$ cat src/rtl/perip_timecmp.sv
// perip_timecmp: 64-bit compare/interrupt controller for the free-running microsecond timer.
// Arms on a complete compare write and fires one-shot or with periodic reload.
module perip_timecmp #(
  parameter int unsigned MISS_W   = 8,
  parameter int unsigned DATA_BUS = 32
) (
  input  logic                clk,
  input  logic                rst,
  input  logic                ena,
  input  logic                rw,
  input  logic [DATA_BUS-1:0] addr,
  output logic [DATA_BUS-1:0] rdata,
  input  logic [DATA_BUS-1:0] wdata,
  input  logic [63:0]         time_us,
  output logic                irq
);

  localparam logic [1:0] StIdle  = 2'd0;
  localparam logic [1:0] StArmed = 2'd1;
  localparam logic [1:0] StFire  = 2'd2;

  logic [1:0]          state_q, state_d;
  logic [63:0]         cmp_q, cmp_d;
  logic [31:0]         period_q;
  logic                en_q, periodic_q, ie_q;
  logic                fired_q, fired_d;
  logic [MISS_W-1:0]   missed_q, missed_d;
  logic [DATA_BUS-1:0] rdata_q, rd_val, status_val;
  logic                irq_q;

  logic [2:0] sel;
  logic       wr_en, rd_en;
  logic       wr_lo, wr_hi, wr_per, wr_ctrl, wr_stat, wr_cfg, w1c;
  logic       fire;
  logic       unused_addr;

  assign sel     = addr[4:2];
  assign wr_en   = ena & rw;
  assign rd_en   = ena & ~rw;
  assign wr_lo   = wr_en & (sel == 3'd0);
  assign wr_hi   = wr_en & (sel == 3'd1);
  assign wr_per  = wr_en & (sel == 3'd2);
  assign wr_ctrl = wr_en & (sel == 3'd3);
  assign wr_stat = wr_en & (sel == 3'd4);
  assign wr_cfg  = wr_lo | wr_hi | wr_ctrl;
  assign w1c     = wr_stat & wdata[0];

  assign unused_addr = ^{addr[DATA_BUS-1:5], addr[1:0]};

  always_comb begin
    state_d = state_q;
    cmp_d   = cmp_q;
    fire    = 1'b0;
    case (state_q)
      StArmed: begin
        if (time_us >= cmp_q) begin
          fire    = 1'b1;
          state_d = StFire;
        end
      end
      StFire: begin
        if (periodic_q && (period_q != '0)) begin
          cmp_d   = cmp_q + {32'd0, period_q};
          state_d = StArmed;
        end else begin
          state_d = StIdle;
        end
      end
      default: state_d = StIdle;
    endcase

    // A compare/control write overrides both a match and a pending reload.
    if (wr_cfg) begin
      fire    = 1'b0;
      cmp_d   = cmp_q;
      state_d = (state_q == StFire) ? StIdle : state_q;
      if (wr_lo) begin
        cmp_d[31:0] = wdata[31:0];
        state_d     = StIdle;
      end
      if (wr_hi) begin
        cmp_d[63:32] = wdata[31:0];
        state_d      = en_q ? StArmed : StIdle;
      end
      if (wr_ctrl) begin
        if (!wdata[0]) begin
          state_d = StIdle;
        end else if (!en_q) begin
          state_d = StArmed;
        end
      end
    end
  end

  always_comb begin
    fired_d  = fired_q;
    missed_d = missed_q;
    if (w1c) begin
      fired_d  = 1'b0;
      missed_d = '0;
    end
    if (fire) begin
      fired_d = 1'b1;
      if (fired_q && !w1c && (missed_q != '1)) begin
        missed_d = missed_q + MISS_W'(1);
      end
    end
  end

  always_comb begin
    status_val              = '0;
    status_val[0]           = fired_q;
    status_val[1]           = (state_q == StArmed);
    status_val[8 +: MISS_W] = missed_q;
    case (sel)
      3'd0:    rd_val = cmp_q[31:0];
      3'd1:    rd_val = cmp_q[63:32];
      3'd2:    rd_val = period_q;
      3'd3:    rd_val = {29'd0, ie_q, periodic_q, en_q};
      3'd4:    rd_val = status_val;
      default: rd_val = '0;
    endcase
  end

  always_ff @(posedge clk) begin
    if (rst) begin
      state_q    <= StIdle;
      cmp_q      <= '0;
      period_q   <= '0;
      en_q       <= 1'b0;
      periodic_q <= 1'b0;
      ie_q       <= 1'b0;
      fired_q    <= 1'b0;
      missed_q   <= '0;
      rdata_q    <= '0;
      irq_q      <= 1'b0;
    end else begin
      state_q  <= state_d;
      cmp_q    <= cmp_d;
      fired_q  <= fired_d;
      missed_q <= missed_d;
      irq_q    <= fired_q & ie_q;
      if (wr_per) begin
        period_q <= wdata[31:0];
      end
      if (wr_ctrl) begin
        en_q       <= wdata[0];
        periodic_q <= wdata[1];
        ie_q       <= wdata[2];
      end
      if (rd_en) begin
        rdata_q <= rd_val;
      end
    end
  end

  assign rdata = rdata_q;
  assign irq   = irq_q;

endmodule

$ cat config.mk
export PLATFORM = sky130hd
export DESIGN_NAME = perip_timecmp
export DESIGN_NICKNAME = d
export VERILOG_FILES = /design/src/rtl/perip_timecmp.sv
export SDC_FILE = /design/constraint.sdc
export NUM_CORES = 1
export LEC_CHECK = 0
export CORE_UTILIZATION = 60
export DETAILED_ROUTE_END_ITERATION = 6
export HOLD_SLACK_MARGIN = 0.03
export PLACE_DENSITY = 0.95
export SLEW_MARGIN = 15
export SYNTH_ARGS = -nofsm -noshare
export SYNTH_HDL_FRONTEND = slang
export SYNTH_SLANG_ARGS = --single-unit
$ cat constraint.sdc
create_clock -name clk -period 9.6 [get_ports clk]
set_input_delay 1.44 -clock clk [delete_from_list [all_inputs] [get_ports clk]]
set_output_delay 1.44 -clock clk [all_outputs]
set_load 0.02 [all_outputs]
---- Word-level counts from Yosys, hierarchy flattened ----
Index checks and enable logic that the tools add are counted.
W data, S select, Z words.
cells by class
  add/subtract/negate cells ............... 2
  magnitude comparators ................... 1
  equal/unequal tests ..................... 10
  muxes and demuxes ....................... 25
  bitwise operators ....................... 12
  reduce and logical (&&, ||, !) cells .... 11
operator list
  kind                   count
  $mux W64               3
  $pmux W32 S5           1
  $add A64 B32 Y64       1
  $ge A64 B64 Y1         1
  $mux W32               2
  $reduce_bool A32 Y1    1
  $mux W8                3
  $mux W2                8
  $and A1 B1 Y1          9
  $add A8 B1 Y8 const B  1
  $ne A8 B8 Y1 const B   1
  $mux W1                7
  $eq A3 B2 Y1 const B   2
  $reduce_and A3 Y1      2
  $reduce_bool A2 Y1     3
  $ne A2 B2 Y1 const B   2
  $pmux W2 S2            1
  $eq A3 B1 Y1 const B   1
  $eq A3 B3 Y1 const B   1
  $logic_and A1 B1 Y1    3
  $logic_not A3 Y1       1
  $ne A3 B1 Y1 const B   1
  $eq A2 B1 Y1 const B   1
  $eq A2 B2 Y1 const B   1
  other kinds (3)        4
word-level totals
  bits in registers ....................... 143
  input bits .............................. 132
  output and inout bits ................... 33
  word-level logic and storage cells ...... 72

---- Longest topological paths before layout ----
  word-level depth ........................ 8
  depth in mapped cells ................... 13
  depth with buffers taken out ............ 12

---- Worst setup path before layout ----
No wires, ideal clock.
  path type ............................... input-to-reg
  start ................................... input time_us[39]
  end ..................................... register missed_q[6]
  setup time .............................. 122 ps
  data arrival time ....................... 3725 ps
  data required time ...................... 9478 ps
  slack ................................... 5753 ps
  stages on the path ...................... 11
  path buffers ............................ 1
  cell sequence ........................... ha_1 > a21oi_1 > o21ai_0 > a221oi_1 > a21oi_1 > a211o_1 > o31a_1 > or2_2 > clkbuf_1 > and3_1 > a311o_1
on the way
  longest elaborated chain between the ends .. 5
RTL lines
  what                  line  text
  start, declared       14    input logic [63:0] time_us,
  $ge A64 B64 Y1        56    if (time_us >= cmp_q) begin
  $mux W1               56
  $mux W1               54    case (state_q)
  $mux W1               73    if (wr_cfg) begin
  $mux W8               102   if (fire) begin
  end signal, assigned  141   missed_q <= missed_d;
  end, declared         27    logic [MISS_W-1:0] missed_q, missed_d;
No other way between the ends.
A chain may end at the register's enable or synchronous reset.

---- Final worst setup path ----
  start ................................... input addr[3]
  end ..................................... register cmp_q[58]
on the way
  longest elaborated chain between the ends .. 6
  elaborated cells between the ends (all ways) .. 13
  classes of those cells .................. eq/ne: 3; mux: 1; bitwise: 5; reduce/logical: 4
RTL lines
  what                                                                        line    text
  start, declared                                                             11      input logic [DATA_BUS-1:0] addr,
  $eq A3 B1 Y1 / $logic_not A3 Y1 (equally long branches)                     41, 40
  $and A1 B1 Y1 (on tied branches)                                            41, 40
  $or A1 B1 Y1 (2 in a row)                                                   45      assign wr_cfg = wr_lo | wr_hi | wr_ctrl;
  $ne A2 B2 Y1 (no source line) / $reduce_bool A2 Y1 (equally long branches)  n/a
  $reduce_and A3 Y1 (no source line)                                          n/a
  end signal, assigned                                                        139     cmp_q <= cmp_d;
  end, declared                                                               23      logic [63:0] cmp_q, cmp_d;
Several ways; a longest one is shown, not always the timed one.

==> out/metrics.cfg <==
[die]
num_io_pins = 165
die_area_mm2 = 0.0183
core_mm2 = 0.0173
fp-row-count = 48
start_util_pct = 61.5
die_h_um = 135
die_w_um = 135

[synth]
synthSimpleGateAreaFrac_pct = 23.0
syn-num-nets = 1640
netlist_instances = 1406
synth_ff_type = dfxtp_1
yosysSeqAreaShare_pct = 26.9
synth_edf_count = 0
synth_area_leaders = dfxtp_1 27%, ha_1 12%, nand2_1 7.1%, a21oi_1 5.9%, o21ai_0 4.7%
yosysWarnings = 0
synthXorXnorAreaFrac_pct = 2.31
avgSynthCellArea_um2 = 7.57
synth_compound_area_share_pct = 25.5
synth_top_family_by_area = compound AO/OA/AOI/OAI gates
synth-seq-cells = 143
synth_top_area_cell = dfxtp_1
synthTopCellsByCount = 202 x nand2_1, 143 x dfxtp_1, 126 x a21oi_1
synth_top_area_share_pct = 26.9
ys_types = 81
synth_mux_area_share_pct = 3.80
async_flop_share_pct = 0
synth-adder-area-share_pct = 12.1
yosysMostFrequentCell = nand2_1
syn_area_mm2 = 0.0106

[min_path]
hold_end = period_q[22]
min_from = period_q[22]
min_path_cells = 2
holdCritPathClass = flip-flop to flip-flop

[clock_tree]
cts_tree = done
clock-sinks = 143
clk_latency_ns = 0.44
cts_resized = 0
clockBufferDepth = 2
ctsHoldBuffers = 0
clk_pin_slew_ns = 0.06
cts_root_buf = clkbuf_16
htreeDepth = 4
numCtsBuffers = 17
postCtsSetupRepairBufs = 0

[finish]
area_delta_synth_final_pct = 18.5
drive_above_1_share_pct = 5.18
nets = 1727

[placed_design]
place_hpwl_um = 27100
gp_congestion = 1.04
io_buffers = 135

[run_status]
outcome = complete, no violations

[timing]
final_hold_viol_count = 0
fin_skew_ns = 0.00840
period_share_pct = 52.5
grt_setup_unrepaired = no
finalCriticalPeriod_ns = 5.04
setup_tns_ns = 0
drv_slew = 0
timing.slew.headroom_pct = 30.8
setup_viol = 0
tightest_slew_ns = 1.04
clock.fmax_mhz = 198

[routing]
vias = 12300
drc = 0
drtIter0Drc = 2095
via_per_inst = 7.07
drt-wirelength-per-cell_um = 22.1
wl_um = 38300
ant_nets = 0
first_pass_iters = 7

[critical_path]
r2r_start = cmp_q[0]
setup.worst_path.start = addr[3]
cpPeakStageDelay_ns = 0.76
slowest_stage = buf_2
path_common_cell = nor2_1
required_ns = 9.96
end_kind = flip-flop
crit_path_max_fanout = 60
arrival_ns = 5.41
r2r_slack_ns = 5.68
cp-start-kind = input pin
r2r-end = cmp_q[57]
ff2ff_path_depth = 11
cp_cell_sequence = buf_2 -> clkinv_1 -> o21ai_4 -> buf_4 -> a22o_2 -> nor2_1 -> nand4_1 -> o221ai_1 -> nor2_1
path_class = input pin to flip-flop

[global_route]
grt_first_pass_wirelength_um = 58800
grt_pass1_vias = 11300
grt-ovfl-total = 0
grt_max_degree = 78
grt_usage_pct = 41.5
antenna_found_initial = 1

[power]
p_leak_nw = 4.59
vdd_ir_drop_max_mv = 0.124
finalPower_mw = 1.54
power.density_mw_per_mm2 = 122

[job]
maxCapViolCount = 0

sequential cells by signal, summed over array words and instances (netlist names):
register and count:
missed_q 8, state_q 2, periodic_q 1, ie_q 1
cmp_q 64, rdata 32, fired_q 1, en_q 1
period_q 32, irq 1
worst max path at each step:
stage	to	cells past startpoint
2_1_floorplan	missed_q[6]	11
3_3_place_gp	cmp_q[52]	9
3_5_place_dp	missed_q[3]	10
4_1_cts	cmp_q[58]	9
5_1_grt	cmp_q[26]	7
6_report	cmp_q[58]	9
placed cells by master, fill, tap and decap left out, drive strengths merged, types with 34 or more instances in the layout:
cell / netlist / layout
nand2: 205 / 205
dfxtp: 143 / 143
clkdlybuf4s50: 0 / 133
o21ai: 103 / 103
nor2: 102 / 102
a21oi: 126 / 126
inv: 76 / 77
ha: 101 / 101
nand3: 38 / 38
nand4: 34 / 34
mux2i: 37 / 37
critical path: cells and delay by family:
kind | cells | cell delay, ns
AO/OA/AOI/OAI | 3 | 1.08
buffers and inverters | 3 | 2.13
AND/OR/NAND/NOR | 3 | 0.72
report_power, final:
group | switching [mW] | total (mW) | internal (mW)
logic | 0.125 | 0.220 | 0.0948
clock network | 0.282 | 0.698 | 0.416
registers | 0.0160 | 0.621 | 0.605
total | 0.423 | 1.54 | 1.12
cell type report:
type / instances / area, µm²
multi-input combinational: 1105 / 7110
fill: 1310 / 4690
sequential: 143 / 2860
timing repair buffer: 149 / 1450
clock buffer: 19 / 443
inverter: 77 / 289
tap: 225 / 282
clock inverter: 13 / 164
antenna: 2 / 5.00
metal layers:
metal	vias to the layer above	share of wire [%]	global-route usage, %
met5	-	0	0
li1	5363	-	-
met1	5546	36	52.2
met2	1083	42	62.5
met4	0	6.4	24.6
met3	266	15	12.3
cells by family after synthesis:
family | count (synthesis)
flops | 143
xor+xnor | 28
buf+inv | 158
fa+ha+maj | 102
simple gates | 515
compound gates | 421
mux | 39
through the flow:
stage               instance area, µm²  cells  setup WS, ns  util, %  hold WS (ns)
floorplan                        10600   1406          5.75        -         0.461
global placement                 12000   1699          4.49     69.4         0.475
detailed placement               12000   1699          4.42     69.4         0.492
CTS                              12600   1731          4.83     72.9         0.502
global route                     12600   1731          4.44     72.9         0.517
finish                           12600   1733          4.56     72.9         0.499
(Power assumes the default switching activity.)
==> patch 1 (config.mk and constraints unchanged) <==
Add an input register stage for `ena`, `rw`, `addr`, `wdata` and `time_us`; this delays them by one clock.
--- a/src/rtl/perip_timecmp.sv
+++ b/src/rtl/perip_timecmp.sv
@@ -19,6 +19,20 @@
   localparam logic [1:0] StArmed = 2'd1;
   localparam logic [1:0] StFire  = 2'd2;
 
+  logic ena_q;
+  logic rw_q;
+  logic [DATA_BUS-1:0] addr_q;
+  logic [DATA_BUS-1:0] wdata_q;
+  logic [63:0] time_us_q;
+
+  always_ff @(posedge clk) begin
+    ena_q     <= ena;
+    rw_q      <= rw;
+    addr_q    <= addr;
+    wdata_q   <= wdata;
+    time_us_q <= time_us;
+  end
+
   logic [1:0]          state_q, state_d;
   logic [63:0]         cmp_q, cmp_d;
   logic [31:0]         period_q;
@@ -34,18 +48,18 @@
   logic       fire;
   logic       unused_addr;
 
-  assign sel     = addr[4:2];
-  assign wr_en   = ena & rw;
-  assign rd_en   = ena & ~rw;
+  assign sel     = addr_q[4:2];
+  assign wr_en   = ena_q & rw_q;
+  assign rd_en   = ena_q & ~rw_q;
   assign wr_lo   = wr_en & (sel == 3'd0);
   assign wr_hi   = wr_en & (sel == 3'd1);
   assign wr_per  = wr_en & (sel == 3'd2);
   assign wr_ctrl = wr_en & (sel == 3'd3);
   assign wr_stat = wr_en & (sel == 3'd4);
   assign wr_cfg  = wr_lo | wr_hi | wr_ctrl;
-  assign w1c     = wr_stat & wdata[0];
+  assign w1c     = wr_stat & wdata_q[0];
 
-  assign unused_addr = ^{addr[DATA_BUS-1:5], addr[1:0]};
+  assign unused_addr = ^{addr_q[DATA_BUS-1:5], addr_q[1:0]};
 
   always_comb begin
     state_d = state_q;
@@ -53,7 +67,7 @@
     fire    = 1'b0;
     case (state_q)
       StArmed: begin
-        if (time_us >= cmp_q) begin
+        if (time_us_q >= cmp_q) begin
           fire    = 1'b1;
           state_d = StFire;
         end
@@ -75,15 +89,15 @@
       cmp_d   = cmp_q;
       state_d = (state_q == StFire) ? StIdle : state_q;
       if (wr_lo) begin
-        cmp_d[31:0] = wdata[31:0];
+        cmp_d[31:0] = wdata_q[31:0];
         state_d     = StIdle;
       end
       if (wr_hi) begin
-        cmp_d[63:32] = wdata[31:0];
+        cmp_d[63:32] = wdata_q[31:0];
         state_d      = en_q ? StArmed : StIdle;
       end
       if (wr_ctrl) begin
-        if (!wdata[0]) begin
+        if (!wdata_q[0]) begin
           state_d = StIdle;
         end else if (!en_q) begin
           state_d = StArmed;
@@ -141,12 +155,12 @@
       missed_q <= missed_d;
       irq_q    <= fired_q & ie_q;
       if (wr_per) begin
-        period_q <= wdata[31:0];
+        period_q <= wdata_q[31:0];
       end
       if (wr_ctrl) begin
-        en_q       <= wdata[0];
-        periodic_q <= wdata[1];
-        ie_q       <= wdata[2];
+        en_q       <= wdata_q[0];
+        periodic_q <= wdata_q[1];
+        ie_q       <= wdata_q[2];
       end
       if (rd_en) begin
         rdata_q <= rd_val;
Function: changed (Yosys sat finds a counterexample within 4 cycles, from zero or initial values and one cycle with rst high).
==> patch 1 against the original RTL <==
- utilization rose by 0.84 points
- wire length up 9.6%
- total power is 54% higher
- worst setup slack better by 0.60 ns
- critical path type is now flop to flop
- final area is 20% higher
- sequential share of layout area increased by 9.6 points
- sequential cell count rose by 101
- area after synthesis is 19% higher
- maximum frequency is 14% higher
==> patch 1: results <==
set metrics [dict create \
    slowest_delay_ns 0.98 \
    place_congestion 0.996 \
    grt_max_degree 70 \
    skew_ns 0.0184 \
    drtIter0Drc 1798 \
    grt_pass1_wl_um 64900 \
    vdd_drop_max_mv 0.167 \
    grt_antenna_before_repair 2 \
    clock_latency_ns 0.54 \
    yosysSeqAreaShare 0.385 \
    track_usage 0.380 \
    synth_compound_area_frac 0.225 \
    wl_per_cell_um 21.8 \
    vias 12800 \
    tightest_slew_ns 1.20 \
    fmax_ghz 0.225 \
    timing.hold.ws_ns 0.456 \
    cp_slowest_cell "o31ai_2" \
    synth_area_leaders "dfxtp_1, ha_1, nand2_1, a21oi_1, o21ai_0" \
    hpwl_um 29400 \
    pre_cts_ws_ns 5.45 \
    clock_tree.buffer_depth 3 \
    place_area_mm2 0.0142 \
    p_sw_frac 0.242 \
    drive_gt1_frac 0.0489 \
    cts_htree_levels 1 \
    grt_pass1_vias 12300 \
    cts_buffers 26 \
    syn_area_per_cell_um2 8.23 \
    nFillCells 1488 \
    cp_max_fo 15 \
    first_pass_iters 6 \
    synth.top_cells.by_count "dfxtp_1, nand2_1, nor2_1" \
    rr_worst_depth 12 \
    synth_adder_area_share 0.101 \
    via_per_inst 6.67 \
    path_delay_family "compound AO/OA/AOI/OAI gates" \
    min-delay-start "wdata_q[29]$_DFF_P_" \
    synth-xor-area-share 0.0193 \
    status "finished, final reports clean" \
]
patch 1: per-layer routing:
layer | global-route usage | routed length (um) | up-vias
met1 | 0.478 | 15400 | 5931
met4 | 0.190 | 2340 | 0
met2 | 0.614 | 18600 | 943
li1 | - | - | 5759
met5 | 0 | 0 | -
met3 | 0.0858 | 5650 | 207
patch 1: power by group through the flow:
stage	registers, uW	clock network [uW]	logic, uW
after floorplan	1090	0	120
after global placement	1100	0	199
after detailed placement	1100	0	210
after CTS	1080	1070	215
after global routing	1080	1120	238
final	1080	1060	220
patch 1: final cells by class:
cell class / count / area (um2) / area share
clock buffer: 38 / 787 / 0.0521
sequential: 244 / 4880 / 0.323
inverter: 84 / 315 / 0.0209
multi-input combinational: 1131 / 7210 / 0.477
clock inverter: 10 / 131 / 0.00869
tap: 270 / 338 / 0.0224
timing repair buffer: 148 / 1450 / 0.0957
patch 1: tightest hold or removal path: stages (launching register included):
cell	delay, ns
dfxtp_1	0.31
nand2_1	0.05
a21oi_1	0.05
==> patch 2 (same settings) <==
Made on the original files. Set the parameter `MISS_W` to 6 (it was 8).
--- a/src/rtl/perip_timecmp.sv
+++ b/src/rtl/perip_timecmp.sv
@@ -1,7 +1,7 @@
 // perip_timecmp: 64-bit compare/interrupt controller for the free-running microsecond timer.
 // Arms on a complete compare write and fires one-shot or with periodic reload.
 module perip_timecmp #(
-  parameter int unsigned MISS_W   = 8,
+  parameter int unsigned MISS_W   = 6,
   parameter int unsigned DATA_BUS = 32
 ) (
   input  logic                clk,
Behaviour: no difference found for any inputs over 4 cycles, from zero or initial values and one cycle with rst high; that may be too few to reach the edited logic, so the function may still have changed.
==> patch 2 against the original RTL <==
- sequential cell count decreased by 2
- largest cell class unchanged
- clock power fell by 4.4%
- critical path type unchanged
- cell count shrank 0.23%
- total power down 3.1%
- final area about the same
- area after synthesis is 0.31% higher
- wire length down 0.55%
- non-clock buffer count decreased by 1
- sequential share of layout area is 0.34 points lower
- critical path depth did not move
- maximum frequency grew 5.5%
- worst setup slack better by 0.26 ns
==> patch 2: results <==
set metrics [dict create \
    status "finished, final reports clean" \
    vias 11700 \
    hpwl_um 27900 \
    critical_path_arrival_ns 5.11 \
    grt_pass1_vias 11200 \
    met3_usage 0.0789 \
    pg_comb_uw 213 \
    hold_class "flop to flop" \
    track_usage 0.417 \
    top_register "cmp_q" \
    ant_nets 0 \
    drive_gt1_frac 0.0678 \
    antenna_cells 0 \
    post_cts_resize_count 0 \
    grtUsageMet2 0.670 \
    cts_setup_buffers 0 \
    intPower_uw 1080 \
    ys_types 89 \
    first_pass_iters 7 \
    portBuffers 135 \
    synth_area_leaders "dfxtp_1, ha_1, nand2_1, a21oi_1, nor2_1" \
    drt_wl_total_um 38100 \
    clock_tree.buffer_depth 2 \
    cp_max_fo 22 \
    place_area_mm2 0.0120 \
    top_layer "met5" \
    use_met1 0.499 \
    skew_ns 0.0101 \
    ctsRootBufferMaster "clkbuf_16" \
    ys.warnings.count 0 \
    via_per_inst 6.77 \
    async_flop_share 0 \
    place_congestion 1.03 \
    wl_met3_um 3830 \
    p_leak_uw 0.00458 \
    pre_cts_ws_ns 4.56 \
    cts_htree_levels 4 \
    syn_area_per_cell_um2 7.57 \
    grt_max_degree 75 \
    grt_pass1_wl_um 58400 \
    path_clk_slew_ns 0.06 \
    largest_reg_flops 64 \
    synth.top_cells.by_count "nand2_1, dfxtp_1, nor2_1" \
    synthFlopType "dfxtp_1" \
    drtIter0Drc 1336 \
    wl_met2_um 17200 \
    fin_nets 1725 \
    clkPwrFrac 0.447 \
    vdd_drop_max_mv 0.150 \
    tightest_slew_ns 0.887 \
    synth_fp_nets 1644 \
    cts_buffers 17 \
    wl_met1_um 14300 \
    yosysSeqAreaShare 0.265 \
    power.share.sequential 0.410 \
]
==> patch 2: changes by cell type after synthesis, sizes merged, moves of 10 or more <==
| cell | delta |
|---|---|
| a221o | -11 |
| a211oi | +19 |
| o21ai | -24 |
| nor2 | +40 |
| clkbuf | -21 |
| and3 | -10 |
| buf | +27 |
==> patch 2: final timing paths <==
path / from / end / slack [ns] / cells past startpoint
worst max-delay path: addr[4] / cmp_q[23]$_SDFFE_PP0P_ / 4.82 / 9
worst min-delay path: period_q[21]$_SDFFE_PP0P_ / period_q[21]$_SDFFE_PP0P_ / 0.50 / 2
worst max register to register: period_q[16]$_SDFFE_PP0P_ / cmp_q[12]$_SDFFE_PP0P_ / 6.16 / 8
worst min register to register: period_q[21]$_SDFFE_PP0P_ / period_q[21]$_SDFFE_PP0P_ / 0.50 / 2
==> patch 2: cells by family (layout without fill, tap and decap cells) <==
family          Yosys count  after routing  synth area share
buf+inv                 171            265            0.0653
fa+ha+maj               102            102             0.120
compound gates          413            413             0.262
simple gates            516            516             0.226
flops                   141            141             0.265
xor+xnor                 27             27            0.0222
mux                      40             40            0.0389
==> patch 2: cell type report <==
class | count | area, um2
Clock buffer | 19 | 443
Tap cell | 225 | 282
Inverter | 85 | 319
Sequential cell | 141 | 2820
Clock inverter | 13 | 143
Timing Repair Buffer | 148 | 1440
Multi-Input combinational cell | 1098 | 7170
Fill cell | 1415 | 4740
==> patch 2: critical path, stage by stage <==
cell,delay (ns)
clkdlybuf4s50_1,1.01
nor2_2,0.16
nand2_1,0.13
o2111a_1,0.79
inv_1,0.32
nand2_1,0.41
buf_4,0.40
o21ai_0,0.14
a221oi_1,0.29
